`src/rtl/imem_pkg.sv`:
```
`default_nettype none
// ============================================================================
//  Module      : imem_pkg
//  Description : Shared definitions for the instruction-memory port arbiter:
//                default geometry, arbiter state encoding, owner encoding.
//  Revision    : 1.0 - initial release
// ============================================================================
package imem_pkg;

    // Default memory geometry
    localparam int c_ADDR_W    = 5;
    localparam int c_DATA_W    = 32;
    localparam int c_MAX_BURST = 8;

    // Arbiter state encoding
    localparam logic [1:0] c_ST_IDLE      = 2'd0;
    localparam logic [1:0] c_ST_FETCH_OWN = 2'd1;
    localparam logic [1:0] c_ST_LOAD_OWN  = 2'd2;
    localparam logic [1:0] c_ST_YIELD     = 2'd3;

    // Owner encoding used for round-robin history and the read-return tag
    localparam logic c_OWN_FETCH  = 1'b0;
    localparam logic c_OWN_LOADER = 1'b1;

endpackage
`default_nettype wire

```
`src/rtl/imem_port_arbiter.sv`:
```
`default_nettype none
// ============================================================================
//  Module      : imem_port_arbiter
//  Description : Shares the single synchronous instruction-memory port between
//                CPU fetch and the program loader / debug port. Grants are
//                combinational, read data returns one cycle after the grant
//                and is steered by a registered owner tag.
//  Revision    : 1.0 - initial release
// ============================================================================
module imem_port_arbiter
    import imem_pkg::*;
#(
    parameter int ADDR_W    = c_ADDR_W,
    parameter int DATA_W    = c_DATA_W,
    parameter int MAX_BURST = c_MAX_BURST
) (
    input  logic              clk,
    input  logic              rst_n,
    // fetch side
    input  logic              f_req,
    input  logic [31:0]       f_pc,
    output logic              f_gnt,
    output logic              f_rvalid,
    output logic [DATA_W-1:0] f_rdata,
    output logic              f_misalign,
    // loader side
    input  logic              l_req,
    input  logic              l_we,
    input  logic [ADDR_W-1:0] l_addr,
    input  logic [DATA_W-1:0] l_wdata,
    input  logic              l_lock,
    output logic              l_gnt,
    output logic              l_rvalid,
    output logic [DATA_W-1:0] l_rdata,
    output logic              cpu_hold,
    // memory side
    output logic              m_en,
    output logic              m_we,
    output logic [ADDR_W-1:0] m_addr,
    output logic [DATA_W-1:0] m_wdata,
    input  logic [DATA_W-1:0] m_rdata
);

    localparam int                 c_CNT_W   = $clog2(MAX_BURST + 1);
    localparam logic [c_CNT_W-1:0] c_MAX_CNT = c_CNT_W'(MAX_BURST);

    logic [1:0]          r_state;
    logic [c_CNT_W-1:0]  r_burst_cnt;
    logic                r_last_winner;
    logic                r_cpu_hold;
    logic                r_rv_valid;
    logic                r_rv_owner;
    logic [DATA_W-1:0]   r_f_rdata;
    logic [DATA_W-1:0]   r_l_rdata;

    logic                w_f_gnt;
    logic                w_l_gnt;
    logic [1:0]          w_next_state;
    logic [c_CNT_W-1:0]  w_next_cnt;
    logic [ADDR_W-1:0]   w_f_idx;
    logic                w_f_rvalid;
    logic                w_l_rvalid;
    logic                w_unused_pc_bits;

    // Byte PC to word index; high PC bits wrap modulo the memory depth.
    assign w_f_idx          = f_pc[ADDR_W+1:2];
    assign w_unused_pc_bits = ^f_pc[31:ADDR_W+2];

    // Grant decode; held at zero while reset is asserted so outputs stay quiet.
    always_comb begin
        w_f_gnt = 1'b0;
        w_l_gnt = 1'b0;
        if (rst_n) begin
            case (r_state)
                c_ST_LOAD_OWN: w_l_gnt = l_req;
                c_ST_YIELD:    w_f_gnt = f_req;
                default: begin
                    // Conflicts go to the side that did not win last time.
                    w_f_gnt = f_req & (~l_req | (r_last_winner == c_OWN_LOADER));
                    w_l_gnt = l_req & (~f_req | (r_last_winner == c_OWN_FETCH));
                end
            endcase
        end
    end

    // Next state and burst counter; the counter only measures fetch starvation.
    always_comb begin
        w_next_state = r_state;
        w_next_cnt   = r_burst_cnt;
        case (r_state)
            c_ST_LOAD_OWN: begin
                if (!f_req) begin
                    w_next_cnt = '0;
                end else if (w_l_gnt) begin
                    w_next_cnt = r_burst_cnt + 1'b1;
                end
                if (!l_lock) begin
                    w_next_state = c_ST_IDLE;
                    w_next_cnt   = '0;
                end else if (f_req && (w_next_cnt >= c_MAX_CNT)) begin
                    w_next_state = c_ST_YIELD;
                end
            end
            c_ST_YIELD: begin
                w_next_cnt   = '0;
                w_next_state = l_lock ? c_ST_LOAD_OWN : c_ST_IDLE;
            end
            default: begin
                w_next_cnt = '0;
                if (w_l_gnt && l_lock) begin
                    w_next_state = c_ST_LOAD_OWN;
                end else if (w_f_gnt) begin
                    w_next_state = c_ST_FETCH_OWN;
                end else begin
                    w_next_state = c_ST_IDLE;
                end
            end
        endcase
    end

    // Arbiter state, round-robin history and the registered core stall.
    always_ff @(posedge clk or negedge rst_n) begin
        if (!rst_n) begin
            r_state       <= c_ST_IDLE;
            r_burst_cnt   <= '0;
            r_last_winner <= c_OWN_LOADER;
            r_cpu_hold    <= 1'b0;
        end else begin
            r_state     <= w_next_state;
            r_burst_cnt <= w_next_cnt;
            if (w_f_gnt || w_l_gnt) begin
                r_last_winner <= w_l_gnt ? c_OWN_LOADER : c_OWN_FETCH;
            end
            // Hold tracks the state being entered, so it rises with LOAD_OWN
            // and drops for exactly the YIELD cycle.
            r_cpu_hold <= (w_next_state == c_ST_LOAD_OWN);
        end
    end

    // Read-return tag plus per-side data holding registers.
    always_ff @(posedge clk or negedge rst_n) begin
        if (!rst_n) begin
            r_rv_valid <= 1'b0;
            r_rv_owner <= c_OWN_FETCH;
            r_f_rdata  <= '0;
            r_l_rdata  <= '0;
        end else begin
            r_rv_valid <= (w_f_gnt | w_l_gnt) & ~(w_l_gnt & l_we);
            r_rv_owner <= w_l_gnt ? c_OWN_LOADER : c_OWN_FETCH;
            if (w_f_rvalid) r_f_rdata <= m_rdata;
            if (w_l_rvalid) r_l_rdata <= m_rdata;
        end
    end

    assign w_f_rvalid = r_rv_valid & (r_rv_owner == c_OWN_FETCH);
    assign w_l_rvalid = r_rv_valid & (r_rv_owner == c_OWN_LOADER);

    assign f_gnt      = w_f_gnt;
    assign l_gnt      = w_l_gnt;
    assign f_misalign = w_f_gnt & (|f_pc[1:0]);
    assign f_rvalid   = w_f_rvalid;
    assign l_rvalid   = w_l_rvalid;
    assign f_rdata    = w_f_rvalid ? m_rdata : r_f_rdata;
    assign l_rdata    = w_l_rvalid ? m_rdata : r_l_rdata;
    assign cpu_hold   = r_cpu_hold;

    assign m_en    = w_f_gnt | w_l_gnt;
    assign m_we    = w_l_gnt & l_we;
    assign m_addr  = w_f_gnt ? w_f_idx : (w_l_gnt ? l_addr : '0);
    assign m_wdata = w_l_gnt ? l_wdata : '0;

endmodule
`default_nettype wire

```
`config.mk`:
```
export PLATFORM = sky130hd
export DESIGN_NAME = imem_port_arbiter
export DESIGN_NICKNAME = d
export VERILOG_FILES = /design/src/rtl/imem_pkg.sv /design/src/rtl/imem_port_arbiter.sv
export SDC_FILE = /design/constraint.sdc
export NUM_CORES = 1
export LEC_CHECK = 0
export ABC_CLOCK_PERIOD_IN_PS = 1750
export BUFFER_PORTS_ARGS = -buffer_cell sky130_fd_sc_hd__buf_2
export CORE_MARGIN = 3
export CORE_UTILIZATION = 30
export CTS_CLUSTER_DIAMETER = 40
export DETAILED_ROUTE_END_ITERATION = 7
export GPL_ROUTABILITY_DRIVEN = 0
export GPL_TIMING_DRIVEN = 1
export PLACE_DENSITY = 0.59
export SLEW_MARGIN = 25
export SYNTH_ARGS = -nofsm -noshare
export SYNTH_HDL_FRONTEND = slang
export SYNTH_SLANG_ARGS = --single-unit
```
`constraint.sdc`:
```
create_clock -name clk -period 1.75 [get_ports clk]
set_input_delay 0 -clock clk [delete_from_list [all_inputs] [get_ports clk]]
set_output_delay 0 -clock clk [all_outputs]
set_load 0.005 [all_outputs]
```
Yosys cells after proc, flatten, opt, wreduce, memory -nomap -nowiden

Index checks and enable logic that the tools add are counted.

Flip-flop bits (word level): 74
Input port bits: 107

Reduce and logical (&&, ||, !) cells: 4
Eq/ne operators: 3
Add/sub/neg operators: 1
Mux-type cells: 21
Bitwise operators: 15
Magnitude comparators: 1

Operators by type and width:

| cell                  | number |
|---|---|
| $mux W32              | 3 |
| $mux W4               | 5 |
| $mux W5               | 2 |
| $mux W2               | 4 |
| $and A1 B1 Y1         | 7 |
| $eq A2 B2 Y1 const B  | 3 |
| $not A1 Y1            | 5 |
| $add A4 B1 Y4 const B | 1 |
| $ge A4 B4 Y1 const B  | 1 |
| $mux W1               | 4 |
| $pmux W1 S2           | 2 |
| $pmux W2 S2           | 1 |
| $or A1 B1 Y1          | 3 |
| $logic_and A1 B1 Y1   | 2 |
| $reduce_or A2 Y1      | 1 |
| $logic_or A1 B1 Y1    | 1 |

Logic depth before layout (Yosys ltp)

Depth in word-level cells: 14
Gate-level depth with buffers: 5
Gate-level depth less buffers: 4

Worst setup path before layout

OpenSTA, ideal clock, no wires.

Path kind: flip-flop to flip-flop
From: register r_rv_owner
To: register r_f_rdata[22]
Cell stages (with the launch flop): 5
Path slack: 0.385 ns
Setup time: 0.139 ns
Path buffers: 2
Required time: 1.611 ns
Period minus slack after synthesis: 1.365 ns
Data arrival time: 1.226 ns
Cells stage by stage: dfrtp_1 nor2b_1 clkbuf_1 buf_4 mux2_1

Cells in the longest elaborated chain, start to end: 3

Ends and longest elaborated chain:

| element                  | line                     | text |
|---|---|---|
| start: declaration       | imem_port_arbiter.sv:52  | `logic r_rv_owner;` |
| start signal: assignment | imem_port_arbiter.sv:144 | `r_rv_owner <= c_OWN_FETCH;` |
| start signal: assignment | imem_port_arbiter.sv:149 | `r_rv_owner <= w_l_gnt ? c_OWN_LOADER : c_OWN_FETCH;` |
| $not A1 Y1               | imem_port_arbiter.sv:155 | `assign w_f_rvalid = r_rv_valid & (r_rv_owner == c_OWN_FETCH);` |
| $and A1 B1 Y1            | imem_port_arbiter.sv:155 |  |
| named net f_rvalid       | imem_port_arbiter.sv:23  | `output logic f_rvalid,` |
| $mux W32                 | --                       |  |
| named net f_rdata[22]    | imem_port_arbiter.sv:24  | `output logic [DATA_W-1:0] f_rdata,` |
| end signal: assignment   | imem_port_arbiter.sv:150 | `if (w_f_rvalid) r_f_rdata <= m_rdata;` |
| end: declaration         | imem_port_arbiter.sv:53  | `logic [DATA_W-1:0] r_f_rdata;` |

The timed path passes the listed nets, and every way through them passes these cells.
A chain may end at the register's enable or synchronous reset.

Worst setup path after layout

From: register r_last_winner
To: output port m_addr[3]

Cells in the longest elaborated chain, start to end: 7

Ends and longest elaborated chain:

| element                  | line                     | text |
|---|---|---|
| start: declaration       | imem_port_arbiter.sv:49  | `logic r_last_winner;` |
| start signal: assignment | imem_port_arbiter.sv:126 | `r_last_winner <= c_OWN_LOADER;` |
| start signal: assignment | imem_port_arbiter.sv:132 | `r_last_winner <= w_l_gnt ? c_OWN_LOADER : c_OWN_FETCH;` |
| $not A1 Y1               | imem_port_arbiter.sv:80  | `w_l_gnt = l_req & (~f_req \| (r_last_winner == c_OWN_FETCH));` |
| $or A1 B1 Y1             | imem_port_arbiter.sv:80  |  |
| $and A1 B1 Y1            | imem_port_arbiter.sv:80  |  |
| $pmux W1 S2              | imem_port_arbiter.sv:74  | `case (r_state)` |
| $mux W1                  | imem_port_arbiter.sv:73  | `if (rst_n) begin` |
| $mux W5                  | imem_port_arbiter.sv:169 | `assign m_addr = w_f_gnt ? w_f_idx : (w_l_gnt ? l_addr : '0);` |
| $mux W5 *                | imem_port_arbiter.sv:169 |  |
| end: declaration         | imem_port_arbiter.sv:39  | `output logic [ADDR_W-1:0] m_addr,` |

Every way passes the cells marked *; elsewhere a longest branch is shown, timed or not.

==> summary.md <==
| Metric | Value |
|---|---|
| Die Area | `approximately 12,000 µm²` |
| Clock Skew | `roughly 0.013 ns` |
| Worst min path class | `in -> reg` |
| Post-place instance area | `between 4000 and 5000 µm²` |
| Fin cells | `600` |
| Yosys warns | `0` |
| Placeable Area | `~10000 µm²` |
| Routed Antenna Nets | `0` |
| Dpl hpwl | `just over 6 mm` |
| Post-synth top area cell | `dfrtp_1` |
| GR Overflow Total | `0` |
| Hold WS | `between 0.07 and 0.08 ns` |
| Worst setup SP type | `flip-flop` |
| Starting Density | `about a third` |
| Worst-path fanout max | `6` |
| Final Util | `about half` |
| Post-synthesis compound-gate area fraction | `a little under 3%` |
| Top post-synthesis cells by area | `dfrtp_1, mux2_1, and2_1` |
| Post-synth top flop | `dfrtp_1` |
| Synthesized area | `around 3200 µm²` |
| Crit path DAT | `approximately 1.7 ns` |
| Sequential share of the synthesized area | `~59%` |
| Initial antenna violation count | `0` |
| Dominant cell by count in the synthesized netlist | `dfrtp_1` |
| Path depth of the worst reg2reg path | `5` |
| Final Setup Violations | `0` |
| Post-Route WL | `9.03 mm` |
| Die width | `109 µm` |
| Mapped Nets | `around 340` |
| PwrDens | `1040 nW/µm²` |
| Critical path capture point type | `primary output` |
| Share of layout cells above drive strength 1 | `between 50% and 60%` |
| #FFs+latches synth | `74` |
| Post-Synth Adder-Cell Area | `less than 1%` |
| Tot GR Track Use | `14.1%` |
| Status | `finished, final reports clean` |
| Drt pass-1 iters | `4` |
| H-tree levels | `3` |
| Placed cells | `544` |
| Largest net degree at the start of global routing | `74` |
| Setup Total Neg Slack | `0 ns` |
| VDD IR max | `around 550 µV` |
| Crit path kind | `reg -> out` |
| DRC violations left | `0` |
| Commonest cells post-synth | `dfrtp_1, mux2_1, and2_1` |
| Fin crit share | `between 90% and 100%` |
| Crit path required time | `between 1.5 and 2 ns` |
| Slowest cell on crit path | `dfstp_2` |
| Vias in the first global route | `about 2,600` |
| Slew margin rel. | `approximately two fifths` |
| Share of synthesized area spent on multiplexers | `23.6%` |
| Die span in y | `around 110 µm` |
| RSZ-0062 raised after global routing | `true` |
| Post-synthesis xor/xnor area fraction | `less than 1%` |
| CTS Root Cell | `clkbuf_8` |
| Clk pin slew, worst setup/hold paths | `approximately 0.080 ns` |
| Post-synth cell types | `28` |
| # Max-Cap Violations | `0` |
| Final Hold Vio Count | `0` |
| Area Growth Syn to Fin | `61.3%` |
| # IOs | `roughly 220` |
| Slowest stage delay, CP | `around 0.57 ns` |
| Ant. Diodes | `0` |
| Max Fclk | `587 MHz` |
| LEAKAGE | `2.58 nW` |
| Port buffer count | `190` |
| Max Slew Vio Count | `0` |
| Cell chain of the critical path | `nand3b_4, and3_4, buf_12, a22o_1, buf_2` |
| Syn Inst Count | `between 200 and 250` |
| Simple-gate area share of the yosys netlist | `10.6%` |
| Design Area, Final | `between 5000 and 6000 µm²` |
| WL/cell | `roughly 15 µm` |
| Main combinational cell family by area after synthesis | `multiplexers` |
| Cell Rows | `36` |
| DR vias/cell | `4.40` |
| Vias after detailed routing | `between 2,000 and 3,000` |
| Iteration-0 DRC Markers | `between 70 and 80` |
| Hold Path Depth | `4` |
| Register area | `roughly 1900 µm²` |
| Multi-input logic area | `between 1000 and 1500 µm²` |
| Clock Tree Buf Depth | `2` |
| Final #Nets | `571` |
| Post-synth EDFFs | `0` |
| Mean area per synthesized cell | `13.8 µm²` |
| CTS tree | `built` |
| First-pass GRT wire length | `~13 mm` |
| Fin crit period | `1.70 ns` |
| CTS Sinks | `74` |
| CTS buffer count | `9` |
| Clock Latency Late Sink | `0.33 ns` |
| Synth top area share | `57.9%` |
| Slew @ Worst Pin | `0.913 ns` |
| Number of filler cells placed in the layout | `918` |
| Ys async rst share | `100%` |
==> kinds of logic after synthesis <==
| logic type | Yosys count |
|---|---|
| flops | 74 |
| compound gates | 13 |
| simple gates | 55 |
| mux | 66 |
| xor+xnor | 2 |
| fa+ha+maj | 1 |
| buf+inv | 17 |
==> critical path: cells and delay by family (launching register included) <==
kind	cells	cell delay (ns)
buffers and inverters	2	0.27
AO/OA/AOI/OAI	1	0.20
AND/OR/NAND/NOR	2	0.33
flip-flops	1	0.57
==> path summary, 6_finish.rpt <==
path	start	to	slack [ns]
max in group asynchronous	rst_n	r_f_rdata[23]	0.70
worst min-delay path	f_req	r_state[1]	0.07
worst max register to register	r_state[1]	r_burst_cnt[1]	0.30
worst min register to register	r_f_rdata[9]	r_f_rdata[9]	0.48
min in group asynchronous	rst_n	r_burst_cnt[1]	0.42
worst max-delay path	r_last_winner	m_addr[3]	0.05
==> metrics by stage <==
step | setup WS, ns | total power, mW
2_1_floorplan | 0.385 | 3.06
3_3_place_gp | 0.289 | 3.85
3_5_place_dp | 0.281 | 3.91
4_1_cts | 0.000792 | 5.33
5_1_grt | -0.0395 | 5.66
6_report | 0.0472 | 5.28
==> layout make-up <==
| type | instances | area share [%] |
|---|---|---|
| inverter | 4 | 0.295 |
| clock buffer | 11 | 2.78 |
| multi-input combinational | 137 | 25.1 |
| clock inverter | 4 | 1.01 |
| timing repair buffer | 237 | 31.1 |
| tap | 133 | 3.27 |
| sequential | 74 | 36.4 |
==> registers in the layout (all words and copies together) (netlist names) <==
| name | count |
|---|---|
| r_burst_cnt | 4 |
| r_l_rdata | 32 |
| r_state | 2 |
| r_rv_owner | 1 |
| r_f_rdata | 32 |
| r_last_winner | 1 |
| r_rv_valid | 1 |
| cpu_hold | 1 |
==> timing repair <==
item / in CTS / in global routing
resized for setup: 6 / 39
hold buffers: 37 / 0
setup endpoints to repair: 39 / 8
buffers inserted: 1 / 0
pin swaps: 2 / 6
hold endpoints to repair: 140 / 0
gates cloned: 1 / 2
==> routing by layer <==
layer	wire length (µm)	part of all wire, %	up-vias	track usage, %
met5	0	0	-	0
met4	90	1.0	0	4.87
met3	510	5.7	10	3.64
met2	4640	51	83	22.1
met1	3790	42	1298	18.8
li1	-	-	1251	-
==> power breakdown <==
part	switching (mW)	total (mW)	internal, mW
sequential	0.124	2.34	2.22
clock	0.592	1.28	0.693
combinational	0.741	1.66	0.914
==> layout by cell type, fill, tap and decap left out, types with 5 or more instances in the layout <==
cell,Yosys,final
buf_2,7,174
dfrtp_1,73,73
mux2_1,61,61
dlygate4sd3_1,0,37
and2_4,0,23
buf_6,2,15
and2_1,34,11
clkbuf_8,0,10
nor2_1,6,6
a22o_1,5,5
buf_4,3,5
(Power assumes the default switching activity.)
